**src/rtl/hazard_control_unit.sv**
```systemverilog
// hazard_control_unit
//   Central stall/flush controller for the 5-stage pipeline. Detects
//   load-use hazards, taken-branch redirects and data-memory wait states,
//   and drives the hold/bubble controls of the pipeline registers. Also
//   keeps a memory-timeout watchdog and saturating performance counters.
// Ports
//   clk, reset            : clock, synchronous active-high reset
//   id_*                  : source registers / usage of the ID instruction
//   ex_*                  : destination / load / write / branch info from EX
//   mem_req, mem_ready    : data-memory handshake of the MEM instruction
//   pc_stall .. memwb_bubble : combinational pipeline controls
//   mem_timeout           : sticky watchdog flag
//   stall_cycles, flush_events : saturating performance counters
module hazard_control_unit #(
  parameter int BRANCH_PENALTY = 1,
  parameter int MEM_TIMEOUT    = 64,
  parameter int CNT_W          = 16
) (
  input  logic             clk,
  input  logic             reset,
  input  logic [4:0]       id_rs1_address,
  input  logic [4:0]       id_rs2_address,
  input  logic             id_uses_rs1,
  input  logic             id_uses_rs2,
  input  logic [4:0]       ex_rd_address,
  input  logic             ex_MemRead,
  input  logic             ex_RegWrite,
  input  logic             ex_branch_taken,
  input  logic             mem_req,
  input  logic             mem_ready,
  output logic             pc_stall,
  output logic             ifid_stall,
  output logic             ifid_flush,
  output logic             idex_stall,
  output logic             idex_flush,
  output logic             exmem_stall,
  output logic             memwb_bubble,
  output logic             mem_timeout,
  output logic [CNT_W-1:0] stall_cycles,
  output logic [CNT_W-1:0] flush_events
);

  typedef enum logic {RUN, FLUSH} state_t;

  localparam logic [7:0] TMO    = 8'(MEM_TIMEOUT);
  localparam logic [3:0] PEN_M1 = 4'(BRANCH_PENALTY - 1);

  state_t     state;
  logic [3:0] flush_cnt;
  logic [7:0] wait_cnt;
  logic       expired;   // watchdog already fired during the current wait

  logic load_use, mem_wait, mem_hold, tmo_fire, branch_act;

  assign load_use = ex_MemRead & ex_RegWrite & (ex_rd_address != 5'd0) &
                    ((id_uses_rs1 & (id_rs1_address == ex_rd_address)) |
                     (id_uses_rs2 & (id_rs2_address == ex_rd_address)));
  assign mem_wait = mem_req & ~mem_ready;
  assign mem_hold = mem_wait & (wait_cnt < TMO);
  // Only the first saturated cycle of a wait counts as the timeout event.
  assign tmo_fire = mem_wait & (wait_cnt == TMO) & ~expired;
  // A branch seen under a memory hold is re-presented by the frozen stages.
  assign branch_act = ~reset & ~mem_hold & ex_branch_taken;

  always_comb begin
    pc_stall     = 1'b0;
    ifid_stall   = 1'b0;
    ifid_flush   = 1'b0;
    idex_stall   = 1'b0;
    idex_flush   = 1'b0;
    exmem_stall  = 1'b0;
    memwb_bubble = 1'b0;
    if (!reset) begin
      if (mem_hold) begin
        pc_stall     = 1'b1;
        ifid_stall   = 1'b1;
        idex_stall   = 1'b1;
        exmem_stall  = 1'b1;
        memwb_bubble = 1'b1;
      end else begin
        if (ex_branch_taken) begin
          ifid_flush = 1'b1;
          idex_flush = 1'b1;
        end else if (state == FLUSH) begin
          ifid_flush = 1'b1;
        end else if (load_use) begin
          pc_stall   = 1'b1;
          ifid_stall = 1'b1;
          idex_flush = 1'b1;
        end
        // Released-by-timeout access must not write back.
        memwb_bubble = tmo_fire;
      end
    end
  end

  always_ff @(posedge clk) begin
    if (reset) begin
      state        <= RUN;
      flush_cnt    <= '0;
      wait_cnt     <= '0;
      expired      <= 1'b0;
      mem_timeout  <= 1'b0;
      stall_cycles <= '0;
      flush_events <= '0;
    end else begin
      if (mem_wait) begin
        if (wait_cnt < TMO) wait_cnt <= wait_cnt + 8'd1;
        if (tmo_fire) expired <= 1'b1;
      end else begin
        wait_cnt <= '0;
        expired  <= 1'b0;
      end
      if (tmo_fire) mem_timeout <= 1'b1;

      if (!mem_hold) begin
        if (ex_branch_taken) begin
          if (BRANCH_PENALTY > 1) begin
            state     <= FLUSH;
            flush_cnt <= PEN_M1;
          end else begin
            state <= RUN;
          end
        end else if (state == FLUSH) begin
          if (flush_cnt <= 4'd1) state <= RUN;
          else flush_cnt <= flush_cnt - 4'd1;
        end
      end

      if (pc_stall && (stall_cycles != '1)) stall_cycles <= stall_cycles + 1'b1;
      if (branch_act && (flush_events != '1)) flush_events <= flush_events + 1'b1;
    end
  end

endmodule

```
**config.mk**
```make
export PLATFORM = sky130hd
export DESIGN_NAME = hazard_control_unit
export DESIGN_NICKNAME = d
export VERILOG_FILES = /design/src/rtl/hazard_control_unit.sv
export SDC_FILE = /design/constraint.sdc
export NUM_CORES = 1
export LEC_CHECK = 0
export ABC_AREA = 1
export BUFFER_PORTS_ARGS = -buffer_cell sky130_fd_sc_hd__buf_4
export CAP_MARGIN = 20
export CORE_UTILIZATION = 30
export CTS_BUF_LIST = sky130_fd_sc_hd__clkbuf_4
export CTS_CLUSTER_SIZE = 25
export DETAILED_ROUTE_END_ITERATION = 8
export SYNTH_ARGS = -nofsm -noshare
export SYNTH_HDL_FRONTEND = slang
export SYNTH_SLANG_ARGS = --single-unit
```
**constraint.sdc**
```tcl
create_clock -name clk -period 4.7 [get_ports clk]
set_input_delay 0.47 -clock clk [delete_from_list [all_inputs] [get_ports clk]]
set_output_delay 0.47 -clock clk [all_outputs]
set_load 0.005 [all_outputs]
```
==> flow_summary.json <==
{
  "h-tree-depth": 2,
  "wl_per_cell_um": 11.15,
  "final_cell_mix": "nand2_1, buf_4, inv_1",
  "io_pins": 64,
  "pre_cts_ws_ps": 2346,
  "clock_sinks": 47,
  "path_cells": "nor2_1 -> nand2_1 -> nor2_1 -> inv_1 -> nand2_2 -> buf_4",
  "max_freq_ghz": 0.4056,
  "max-clock-path-buffers": 2,
  "power.density_nw_per_um2": 194.5,
  "finClkSkew_ps": 10.10,
  "via_per_inst": 4.583,
  "synth_nets": 443,
  "drv_slew": 0,
  "track_usage_pct": 13.61,
  "final_common_cell": "nand2_1",
  "slowest_delay_ps": 350,
  "critPathKind": "reg2out",
  "cap_violations": 0,
  "drc": 10,
  "worst_setup_path_end_kind": "output pin",
  "cts-hold-fix-buffers": 0,
  "violations": "DRC",
  "slew_headroom_pct": 49.95,
  "dpl_cell_area_sq_um": 3293,
  "worstPathMaxFanout": 20,
  "finalCriticalPeriod_ps": 2466,
  "power_leakage_uw": 0.001460,
  "drt_iter0_drc": 137,
  "clk_pin_slew_ps": 140,
  "cts_tree": "yes",
  "ys_ff_latch": 47,
  "grt_max_degree": 33,
  "slowest_stage": "dfxtp_1",
  "fin_ws_ps": 2234,
  "holdCritPathClass": "in2reg",
  "timing.final.hold_violations": 0,
  "status": "finished with violations",
  "dr.pass1.iters": 7,
  "setup_viol": 0,
  "fin_nets": 502,
  "grt_setup_unrepaired": "false",
  "dp_hpwl_mm": 5.044,
  "cts_setup_buffers": 0,
  "die-area_sq_um": 9550,
  "startpoint_type": "flip-flop",
  "yosysSeqAreaShare_pct": 34.23,
  "cp_common_cell": "nor2_1",
  "drive_above_1_share_pct": 17.55,
  "grt_pass1_vias": 2542,
  "antenna_found_initial": 0,
  "tightest_slew_ps": 739.0,
  "grt_pass1_wl_mm": 10.93,
  "timing.hold.ws_ps": 427.1,
  "postRouteAntennaNets": 0,
  "start_util_pct": 31.22,
  "finalCritPeriodShare_pct": 52.46,
  "design_area_sq_um": 3346,
  "fp.dieW_um": 97.73,
  "postSynthCellCount": 413,
  "cts_made_buffers": 5,
  "clock-root-buffer": "clkbuf_4",
  "coreArea_sq_um": 8806,
  "io_buffers": 63,
  "diodes": 0,
  "ctsResizeCount": 0,
  "setup_tns_ps": 0,
  "avgSynthCellArea_sq_um": 6.656,
  "clkLatencyLatePin_ps": 350,
  "ys.warnings.count": 0,
  "wirelength_mm": 6.478,
  "area_delta_synth_final_pct": 21.71,
  "die_h_um": 97.73,
  "syn-cell-area_sq_um": 2749,
  "p_total_uw": 650.6,
  "met3WireLength_um": 213,
  "gp_congestion": 0.8236,
  "cp.required_ps": 4230,
  "dr_wl_met2_mm": 3.218,
  "gr-total-overflow": 0,
  "critical_path_arrival_ps": 2000,
  "vdd_drop_max_v": 0.00007273,
  "num_rows": 34,
  "met1_length_mm": 2.989,
  "num_vias": 2663,
  "dr.max_layer_used": "met4",
  "ys_types": 29
}
==> cell usage after synthesis <==
cell      number  area, sq um
nand2_1       93        349.1
inv_1         58        217.7
nor2_1        52        195.2
dfxtp_1       47        940.9
nand3_1       39        195.2
a21oi_1       33        165.2
xor2_1        13        113.9
nor3_1        12        60.06
o21ai_0       10        50.05
a21oi_2        7        61.31
nand4_1        7        43.79
ha_1           6        75.07
xnor2_1        6        52.55
clkbuf_1       4        15.01
and3_1         3        18.77
buf_2          3        15.01
buf_4          3        22.52
nand2_2        3        18.77
o21a_1         3        22.52
nor4_1         2        12.51
a31oi_1        1        6.260
buf_6          1        11.26
nand2_4        1        11.26
nand4_4        1        21.27
nor2_4         1        11.26
nor3b_1        1        7.510
nor3b_4        1        18.77
o21bai_1       1        7.510
o311ai_1       1        8.760
==> sequential cells by signal, summed over array words and instances (netlist names) <==
register      cells
flush_cnt         4
state             1
flush_events     16
wait_cnt          8
stall_cycles     16
expired           1
mem_timeout       1
==> where the power goes <==
part	switching [uW]	leakage, uW	internal, uW	total [uW]
Combinational	36.0	0.00105	28.0	64.0
Sequential	2.91	0.000379	401	404
Clock	128	0.0000263	55.1	183
Total	167	0.00146	484	651
==> through the flow <==
stage	utilization (%)	std cells
3_3_place_gp	37.40	573
5_1_grt	37.99	581
3_5_place_dp	37.40	573
6_report	37.99	581
4_1_cts	37.99	581
2_1_floorplan	-	413
==> layer usage <==
layer  global-route usage [%]  up-vias
li1                         -     1436
met1                    16.17     1192
met2                    24.55       30
met3                    3.022        5
met4                    3.730        0
met5                        0        -
==> logic make-up after synthesis <==
family,count (synthesis),share of synthesized area [%]
AND/OR/NAND/NOR,216,35.05
buffers and inverters,69,10.24
AO/OA/AOI/OAI,56,11.70
flip-flops,47,34.23
XOR/XNOR,19,6.054
adder cells (fa/ha/maj),6,2.731
==> layout make-up <==
class,instances,area [sq um]
Fill cell,954,5460
Multi-Input combinational cell,297,1526
Sequential cell,47,940.9
Timing Repair Buffer,63,473.0
Inverter,58,217.7
Tap cell,108,135.1
Clock buffer,5,37.54
Clock inverter,3,15.01
==> critical path, delay by kind of cell, from the launching register on <==
kind,cells,cell delay [ps]
DFF,1,350
and+or+nand+nor,4,1020
buffers and inverters,2,260
==> final timing paths <==
check / slack (ps) / cells past startpoint / endpoint / start
setup / recovery: 2230 / 6 / pc_stall / wait_cnt[6]
hold / removal: 430 / 4 / state / mem_ready
setup reg to reg: 2540 / 9 / stall_cycles[11] / stall_cycles[0]
hold reg to reg: 460 / 2 / wait_cnt[7] / wait_cnt[7]
(Power assumes the default switching activity.)
